## config.mk

```make
export PLATFORM = sky130hd
export DESIGN_NAME = mult_16x16_seq_ctrl
export DESIGN_NICKNAME = d
export VERILOG_FILES = /design/src/rtl/mult_16x16_seq_ctrl.sv
export SDC_FILE = /design/constraint.sdc
export NUM_CORES = 1
export LEC_CHECK = 0
export BUFFER_PORTS_ARGS = -buffer_cell sky130_fd_sc_hd__clkbuf_2
export CAP_MARGIN = 20
export CORE_MARGIN = 2
export CORE_UTILIZATION = 45
export DETAILED_ROUTE_END_ITERATION = 7
export PLACE_DENSITY_LB_ADDON = 0.12
export SETUP_SLACK_MARGIN = 0.4
export SLEW_MARGIN = 25
export SYNTH_ARGS = -nofsm -noshare
export SYNTH_HDL_FRONTEND = slang
export SYNTH_SLANG_ARGS = --single-unit
```

## constraint.sdc

```tcl
create_clock -name clk -period 8.3 [get_ports clk]
set_clock_uncertainty 0.2 [all_clocks]
set_input_delay 1.66 -clock clk [delete_from_list [all_inputs] [get_ports clk]]
set_output_delay 1.66 -clock clk [all_outputs]
set_load 0.02 [all_outputs]
```

## src/rtl/mult_16x16_seq_ctrl.sv

```systemverilog
// Sequential 16x16 multiplier: one shared 8x8 multiplier accumulates four partial products.
// Define MULT_SEQ_SIGNED_EN to add the in_signed port for two's-complement operands.
module mult_16x16_seq_ctrl (
    input  logic        clk,
    input  logic        rst_n,
    input  logic        in_valid,
    output logic        in_ready,
    input  logic [15:0] in_a,
    input  logic [15:0] in_b,
    output logic        out_valid,
    input  logic        out_ready,
    output logic [31:0] out_p,
    output logic        busy
`ifdef MULT_SEQ_SIGNED_EN
    ,
    input  logic        in_signed
`endif
);

    typedef enum logic [2:0] {
        IDLE = 3'd0,
        P0   = 3'd1,
        P1   = 3'd2,
        P2   = 3'd3,
        P3   = 3'd4,
        DONE = 3'd5
    } state_t;

    state_t      state_q, state_d;
    logic [15:0] a_q, a_d;
    logic [15:0] b_q, b_d;
    logic [31:0] acc_q, acc_d;
    logic        neg_q, neg_d;

    logic        accept;
    logic [15:0] op_a_in, op_b_in;
    logic        neg_in;
    logic [7:0]  mul_x, mul_y;
    logic [15:0] mul_p;
    logic [31:0] term;
    logic [31:0] sum;

    assign accept = in_valid & in_ready;

`ifdef MULT_SEQ_SIGNED_EN
    // Store magnitudes; 0x8000 negates to itself, which is the correct unsigned magnitude.
    logic sign_a, sign_b;
    assign sign_a  = in_signed & in_a[15];
    assign sign_b  = in_signed & in_b[15];
    assign op_a_in = sign_a ? (~in_a + 16'd1) : in_a;
    assign op_b_in = sign_b ? (~in_b + 16'd1) : in_b;
    assign neg_in  = sign_a ^ sign_b;
`else
    assign op_a_in = in_a;
    assign op_b_in = in_b;
    assign neg_in  = 1'b0;
`endif

    assign mul_x = (state_q == P1 || state_q == P3) ? a_q[15:8] : a_q[7:0];
    assign mul_y = (state_q == P2 || state_q == P3) ? b_q[15:8] : b_q[7:0];
    assign mul_p = mul_x * mul_y;

    always_comb begin
        term = 32'd0;
        case (state_q)
            P0:      term = {16'd0, mul_p};
            P1, P2:  term = {8'd0, mul_p, 8'd0};
            P3:      term = {mul_p, 16'd0};
            default: term = 32'd0;
        endcase
    end

    assign sum = acc_q + term;

    always_comb begin
        state_d = state_q;
        a_d     = a_q;
        b_d     = b_q;
        acc_d   = acc_q;
        neg_d   = neg_q;
        case (state_q)
            IDLE: begin
                if (accept) begin
                    a_d     = op_a_in;
                    b_d     = op_b_in;
                    neg_d   = neg_in;
                    acc_d   = 32'd0;
                    state_d = P0;
                end
            end
            P0: begin
                acc_d   = sum;
                state_d = P1;
            end
            P1: begin
                acc_d   = sum;
                state_d = P2;
            end
            P2: begin
                acc_d   = sum;
                state_d = P3;
            end
            P3: begin
                // Sign fix-up folded into the last step keeps latency identical in both builds.
                acc_d   = neg_q ? (~sum + 32'd1) : sum;
                state_d = DONE;
            end
            DONE: begin
                if (out_ready) state_d = IDLE;
            end
            default: state_d = IDLE;
        endcase
    end

    always_ff @(posedge clk or negedge rst_n) begin
        if (!rst_n) begin
            state_q <= IDLE;
            a_q     <= 16'd0;
            b_q     <= 16'd0;
            acc_q   <= 32'd0;
            neg_q   <= 1'b0;
        end else begin
            state_q <= state_d;
            a_q     <= a_d;
            b_q     <= b_d;
            acc_q   <= acc_d;
            neg_q   <= neg_d;
        end
    end

    assign in_ready  = (state_q == IDLE);
    assign out_valid = (state_q == DONE);
    assign busy      = (state_q != IDLE);
    assign out_p     = acc_q;

endmodule

```

* Word level (Yosys, flattened, before mapping) *
Cells that the tools add are included.

storage, ports and cells
  bits in registers = 67
  input port bits = 36
  output and inout port bits = 35
  word-level logic and storage cells = 33

operators by class
  add/subtract/negate cells = 1
  multipliers = 1
  eq/ne operators = 7
  mux-type cells = 8
  bitwise logic cells = 1
  reduce and logical (&&, ||, !) cells = 11

operators with widths
  kind                number
  $pmux 32 s3         1
  $pmux 32 s2         1
  $add 32x32->32      1
  $mux 32             1
  $pmux 3 s6          1
  $mul 8x8->16        1
  $mux 8              2
  $eq 3x2->1 const B  2
  $eq 3x3->1 const B  2
  $mux 3              2
  $reduce_and 2->1    3
  $reduce_bool 3->1   2
  $ne 2x1->1 const B  2
  $reduce_or 4->1     1
  $eq 3x1->1 const B  1
  $logic_not 3->1     1
  $reduce_or 3->1     1
  $logic_or 1x1->1    2
  $reduce_or 2->1     1
  $and 1x1->1         1

* Depth between registers and ports, before layout *
Gate-level depths: netlist (run 1).

  depth after elaboration = 7
  gate-level depth with buffers = 33
  depth with buffers taken out = 31

* Least setup slack after synthesis (run 1) *
OpenSTA, ideal clock, no wires.

  kind = reg2reg
  start = register state_q[1]
  end = register acc_q[29], in the netlist out_p[29]
  setup time = 121 ps
  data arrival time = 7382 ps
  data required time = 7979 ps
  slack = 597 ps
  stages on the path, launching flop included = 32
  buffers on the path = 3
  clock period less this slack = 7703 ps
  cell sequence = dfrtp_1 clkbuf_1 nand2b_1 clkbuf_1 a21oi_2 mux2i_1 or2_2 fa_1 fa_1 inv_1 fa_1 inv_1 fa_1 inv_1 ha_1 a21oi_1 o21ba_2 o21ai_1 o41ai_1 xnor2_1 a22o_1 ha_1 buf_4 nand2_1 nor3_2 nand3_2 a2111oi_4 nor3_2 o31ai_1 a21oi_2 xnor2_1 a22o_1

between the ends
  longest elaborated chain between the ends = 7
  elaborated cells between the ends (all ways) = 20
  those cells by class = 1 x add/sub; 1 x mul; 5 x eq/ne; 4 x mux; 1 x bitwise; 8 x reduce/logical

RTL lines
  element                                   RTL line    source
  from (decl)                               29          state_t state_q, state_d;
  from (signal assigned)                    123         state_q <= state_d;
  $eq 3x2->1, or another cell as far along  59, 65, 81
  $logic_or 1x1->1 (on tied branches)       59, 60
  $mux 8 (on tied branches)                 59, 60
  $mul 8x8->16                              61          assign mul_p = mul_x * mul_y;
  $pmux 32 s3                               65          case (state_q)
  $add 32x32->32                            73          assign sum = acc_q + term;
  $pmux 32 s2                               81          case (state_q)
  to (signal assigned)                      120         acc_q <= 32'd0;
  to (signal assigned)                      126         acc_q <= acc_d;
  to (decl)                                 32          logic [31:0] acc_q, acc_d;

Several ways; a longest one is shown, not always the timed one.
A chain may end at the register's enable or synchronous reset.

* Final worst setup path (run 1) *
  start = register state_q[2]
  end = register acc_q[29], in the netlist out_p[29]

Same word-level chain as after synthesis.

==> results of run 1 <==
[registers in the layout (all words and copies together) (netlist names)]
register / cells
state_q: 3
out_p: 32
b_q: 16
a_q: 16
[per-stage QoR]
stage | setup WS [ps] | cells | utilization, %
2_1_floorplan | 597 | 673 | -
3_3_place_gp | 236 | 924 | 50.8
3_5_place_dp | 159 | 924 | 50.8
4_1_cts | 404 | 941 | 53.6
5_1_grt | 346 | 951 | 55.3
6_report | 691 | 951 | 55.3
[how the worst max path moves through the flow]
| stage | startpoint | end | depth (start not counted) |
|---|---|---|---|
| 2_1_floorplan | state_q[1] | out_p[29] | 31 |
| 3_3_place_gp | state_q[2] | out_p[28] | 28 |
| 3_5_place_dp | state_q[2] | out_p[28] | 29 |
| 4_1_cts | state_q[2] | out_p[31] | 30 |
| 5_1_grt | state_q[1] | out_p[28] | 30 |
| 6_report | state_q[2] | out_p[29] | 29 |
[logic make-up (layout without fill, tap and decap cells)]
kind of cell,count (synthesis),after routing,synth area share (%)
buffers and inverters,89,187,5.83
AND/OR/NAND/NOR,162,162,12.2
multiplexers,49,49,8.18
adder cells (fa/ha/maj),104,104,24.3
XOR/XNOR,39,39,5.27
flip-flops,67,67,25.9
AO/OA/AOI/OAI,163,163,18.3
[synth_stat cells, drive strengths merged (5+ instances only)]
master	number	area share, %
nand3	10	0.85
ha	67	13
mux2i	17	2.6
inv	68	3.9
buf	6	0.69
fa	37	11
xor2	15	2.0
dfrtp	67	26
a211oi	5	0.66
xnor2	24	3.2
o22ai	7	0.68
nand2	20	1.2
o21bai	9	1.0
a21o	12	1.4
or2	15	1.4
or3	5	0.50
nor2	70	4.1
mux2	32	5.6
a22o	40	5.4
o21ai	21	1.6
and2	14	1.4
nor3	7	0.69
nand4	5	0.48
nand2b	6	0.58
clkbuf	15	1.2
a21oi	39	3.2
[timing repair]
action,CTS,global route
resized for setup,11,34
hold endpoints to repair,0,0
buffers inserted,1,10
pin swaps,2,12
endpoints found under the setup margin,9,15
[per-layer routing]
layer	wire [um]	GRT usage, %	part of all wire, %	up-vias
li1	-	-	-	2558
met1	7840	31.7	49	2656
met2	7540	32.8	47	77
met3	513	3.85	3.2	17
met4	228	6.74	1.4	0
met5	0	0	0	-
[final cells by class]
type	instances	area [um^2]
tap	180	225
timing repair buffer	103	607
inverter	68	255
multi-input combinational	517	4640
fill	1329	6250
clock inverter	7	100
sequential	67	1680
clock buffer	9	225
==> impl_metrics.env, run 1 <==
export IMPL_synthesized_net_count=813
export IMPL_run_status="completed"
export IMPL_hold_viol_final=0
export IMPL_drcViolationCount=0
export IMPL_period_share_pct=91.7
export IMPL_synth_edf_count=0
export IMPL_max_clock_path_buffers=2
export IMPL_mostFrequentLayoutCells="69 x nor2_1, 69 x clkbuf_2, 68 x inv_1"
export IMPL_clock_insertion_delay_worst_skew_ps=350
export IMPL_globalplace_congestion=0.875
export IMPL_via_count=5308
export IMPL_holdWs_ps=304
export IMPL_hold_path_startpoint="a_q[3]"
export IMPL_synth_distinct_cells=67
export IMPL_critical_path_class="flop to flop"
export IMPL_timing_worst_slew_pin_value_ps=874
export IMPL_crit_required_ps=8340
export IMPL_finalSetupTns_ps=0
export IMPL_diodes=0
export IMPL_detailedRoute_firstIterationViolations=264
export IMPL_ant_nets=0
export IMPL_critPathMaxStageDelay_ps=550
export IMPL_grt_pass1_vias=5147
export IMPL_cts_tree="done"
export IMPL_post_cts_hold_buffer_count=0
export IMPL_hold_depth=1
export IMPL_post_synthesis_instance_area_mm2=0.00648
export IMPL_cts_buffers_inserted=9
export IMPL_dpl_cell_area_mm2=0.00711
export IMPL_worst_endpoint_arrival_ps=7640
export IMPL_layout_nets=906
export IMPL_grt_antenna_before_repair=0
export IMPL_drive_gt1_share_pct=27.1
export IMPL_pin_count=71
export IMPL_critical_path_endpoint_type="flop"
export IMPL_worst_setup_hold_path_clk_slew_ps=60
export IMPL_post_synth_inst_count=673
export IMPL_worst_path_most_repeated_cell="fa_1"
export IMPL_finish_instance_area_mm2=0.00774
export IMPL_cts_root_buf="clkbuf_16"
export IMPL_asyncSetResetFlopFracSynth_pct=100
export IMPL_ys_dominant_reg_cell="dfrtp_1"
export IMPL_fp_dieArea_mm2=0.0154
export IMPL_rows=43
export IMPL_worst_r2r_path_cells=29
export IMPL_reg2reg_setup_slack_ps=690
export IMPL_detailedRoute_firstPassIterationCount=4
export IMPL_synth_seq_area_share_pct=25.9
export IMPL_synth_ff_latch_count=67
export IMPL_grt_pass1_wl_um=25800
export IMPL_regToRegEndpoint="out_p[29]"
export IMPL_number_of_warning_messages_in_the_yosys_log=0
export IMPL_grt_usage_pct=21.8
export IMPL_achievable_frequency_ghz=0.131
export IMPL_cts_htree_levels=3
export IMPL_routed_wire_length_per_instance_um=17.0
export IMPL_die_width_um=124
export IMPL_cp_start_kind="flop"
export IMPL_period_minus_slack_ps=7610
export IMPL_drv_max_cap_violation_count=0
export IMPL_start_util_pct=46.4
export IMPL_route_final_wire_length_um=16100
export IMPL_rsz0062_at_grt="no"
export IMPL_core_area_mm2=0.0140
export IMPL_max_slew_margin_rel_pct=41.8
export IMPL_worst_hold_path_endpoint="a_q[3]"
export IMPL_layout_area_overhead_vs_synth_pct=19.3
export IMPL_syn_area_per_cell_um2=9.64
export IMPL_portbufs=70
export IMPL_cts_sinks=67
export IMPL_setup_violations_final=0
export IMPL_finalMaxSlewViolations=0
export IMPL_cp_num_buf_inv=6
export IMPL_global_route_overflow_total=0
export IMPL_worstPathMaxFanout=11
export IMPL_critical_path_slowest_cell="fa_1"
export IMPL_grt_start_max_net_pins=68
export IMPL_worstHoldPathType="flop to flop"
export IMPL_via_per_inst=5.58
export IMPL_critical_path_top_delay_family="adder cells"
export IMPL_regToRegStartpoint="state_q[2]"
export IMPL_die_h_um=124
export IMPL_hpwl_um=12400
Power of run 1 is not shown: default switching activity piles up to over one toggle a cycle in this logic, so the estimate is an artifact.
==> inputs of run 2 (changes only) <==
--- a/config.mk
+++ b/config.mk
@@ -5,6 +5,7 @@
 export SDC_FILE = /design/constraint.sdc
 export NUM_CORES = 1
 export LEC_CHECK = 0
+export ABC_AREA = 1
 export BUFFER_PORTS_ARGS = -buffer_cell sky130_fd_sc_hd__clkbuf_2
 export CAP_MARGIN = 20
 export CORE_MARGIN = 2
==> run 2 against run 1 <==
Setup slack better by 300 ps. Area after synthesis up 5.8%. Critical path depth grew 5. Wire length up 14%. Maximum frequency grew 4.1%. Core utilization decreased by 4.1 points. Clock-buffer cell count did not move. Die area increased by 5.6%. Register-to-register slack better by 300 ps. Critical path type unchanged. Critical endpoint is now out_p[25].
==> impl_metrics.env, run 2 <==
export IMPL_run_status="completed"
export IMPL_global_route_overflow_total=0
export IMPL_most_common_cell_after_layout_fill_and_taps_aside="nand2_1"
export IMPL_ys_dominant_reg_cell="dfrtp_1"
export IMPL_synth_ff_latch_count=67
export IMPL_cts_sinks=67
export IMPL_regToRegEndpoint="out_p[25]"
export IMPL_max_clock_path_buffers=2
export IMPL_max_slew_margin_rel_pct=33.4
export IMPL_cp_num_buf_inv=5
export IMPL_synth_largest_type_area_fraction_pct=24.4
export IMPL_timing_critical_path_from="state_q[1]"
export IMPL_syn_area_per_cell_um2=7.17
export IMPL_critical_path_endpoint_type="flop"
export IMPL_via_per_inst=5.24
export IMPL_synth_seq_area_share_pct=24.4
export IMPL_timing_critical_path_depth=34
export IMPL_cts_root_buf="clkbuf_16"
export IMPL_period_share_pct=88.1
export IMPL_period_minus_slack_ps=7310
export IMPL_drive_gt1_share_pct=13.0
export IMPL_rsz0062_at_grt="no"
export IMPL_portbufs=70
export IMPL_rows=45
export IMPL_endpoint="out_p[25]"
export IMPL_grt_pass1_vias=5838
export IMPL_pin_count=71
export IMPL_worst_setup_hold_path_clk_slew_ps=60
export IMPL_fillCellCount=1535
export IMPL_routed_wire_length_per_instance_um=15.1
export IMPL_synth_distinct_cells=39
export IMPL_finalSetupTns_ps=0
export IMPL_start_util_pct=45.6
export IMPL_worst_endpoint_arrival_ps=7340
export IMPL_crit_required_ps=8330
export IMPL_largest_register_ffs=32
export IMPL_synthesized_net_count=1096
export IMPL_critical_path_slowest_cell="fa_1"
export IMPL_synth_most_common_cell="nand2_1"
export IMPL_synth_top_area_cell="dfrtp_1"
export IMPL_mostFrequentLayoutCells="227 x nand2_1, 148 x nor2_1, 129 x inv_1"
export IMPL_netlist_top_cells_count="227 x nand2_1, 148 x nor2_1, 129 x inv_1, 67 x dfrtp_1, 67 x ha_1"
export IMPL_timing_worst_slew_pin_value_ps=1000
export IMPL_regToRegStartpoint="state_q[1]"
export IMPL_cts_tree="done"
export IMPL_ant_nets=0
export IMPL_die_width_um=127
export IMPL_clock_insertion_delay_worst_skew_ps=350
export IMPL_cts_htree_levels=3
export IMPL_synth_edf_count=0
export IMPL_worst_r2r_path_cells=34
export IMPL_grt_antenna_before_repair=0
export IMPL_number_of_warning_messages_in_the_yosys_log=0
export IMPL_fp_dieArea_mm2=0.0162
export IMPL_achievable_frequency_ghz=0.137
export IMPL_drcViolationCount=0
export IMPL_layout_area_overhead_vs_synth_pct=12.2
export IMPL_reg2reg_setup_slack_ps=990
export IMPL_globalplace_congestion=0.954
export IMPL_via_count=6368
export IMPL_diodes=0
export IMPL_grt_start_max_net_pins=68
export IMPL_detailedRoute_firstPassIterationCount=5
export IMPL_route_final_wire_length_um=18400
export IMPL_worst_path_most_repeated_cell="nand2_1"
export IMPL_synth_top_cells_by_area="dfrtp_1 24%, nand2_1 12%, ha_1 12%"
export IMPL_grt_pass1_wl_um=30000
export IMPL_critical_path_top_delay_family="adder cells"
export IMPL_drv_max_cap_violation_count=0
export IMPL_layout_nets=1163
export IMPL_asyncSetResetFlopFracSynth_pct=100
export IMPL_grt_usage_pct=23.5
export IMPL_cts_buffers_inserted=9
export IMPL_finalMaxSlewViolations=0
export IMPL_hold_viol_final=0
export IMPL_worstHoldPathType="flop to flop"
export IMPL_cp_start_kind="flop"
export IMPL_post_synthesis_instance_area_mm2=0.00686
export IMPL_setup_violations_final=0
export IMPL_worstPathMaxFanout=16
export IMPL_detailedRoute_firstIterationViolations=527
export IMPL_hpwl_um=14700
export IMPL_die_h_um=127
export IMPL_post_cts_hold_buffer_count=0
export IMPL_critPathMaxStageDelay_ps=540
export IMPL_critical_path_class="flop to flop"
export IMPL_post_synth_inst_count=956
export IMPL_core_area_mm2=0.0150
-- run 2: cell types whose count changed in the layout (fill, tap and decap cells not counted), moves of 33 or more --
cell | before | now
a22o_1 | 40 | 2
nor2_1 | 69 | 148
nand2_1 | 17 | 227
nand3_1 | 8 | 41
inv_1 | 68 | 129
-- run 2: worst min-delay path by stage --
stage / startpoint / to / slack [ps] / cells after the start
6_report: b_q[12] / b_q[12] / 310 / 1
3_5_place_dp: a_q[14] / a_q[14] / 300 / 1
3_3_place_gp: b_q[2] / b_q[2] / 290 / 2
2_1_floorplan: b_q[9] / b_q[9] / 280 / 1
4_1_cts: a_q[0] / a_q[0] / 310 / 2
5_1_grt: a_q[8] / a_q[8] / 330 / 1
-- run 2: cells by family after synthesis --
group	count (synthesis)	share of synthesized area (%)
flip-flops	67	24.4
AND/OR/NAND/NOR	438	25.6
buffers and inverters	161	9.34
XOR/XNOR	15	1.92
AO/OA/AOI/OAI	153	12.8
adder cells (fa/ha/maj)	104	23.0
multiplexers	18	2.94
-- run 2: timing repair --
action                     4_1_cts  5_1_grt
setup buffers                    0        0
resized for setup                0        2
setup endpoints to repair        0       10
-- run 2: stage by stage --
stage                     cell area, um^2  worst slack [ps]  hold slack, ps  utilization (%)  std cells
after floorplan                      6860              2140             279                -        956
after global placement               7370              1120             293             49.0       1200
after detailed placement             7370              1050             300             49.0       1200
after CTS                            7680              1000             314             51.1       1215
after global routing                 7690               433             328             51.2       1215
final                                7690               991             311             51.2       1215
-- run 2: final cells by class --
cell class,count,area [um^2],area share [%]
repair buffers,72,365,4.75
inverters,145,544,7.07
clock buffers,9,225,2.93
flip-flops and latches,67,1680,21.8
multi-input cells,728,4560,59.2
clock inverters,6,88.8,1.15
well taps,188,235,3.06
-- run 2: per-layer routing --
metal	vias to the layer above	track usage, %	wire length [um]
li1	3208	-	-
met2	187	33.6	7600
met5	-	0	0
met4	0	6.01	260
met1	2953	36.3	9370
met3	20	4.10	1130
Power of run 2 is left out for the same reason.
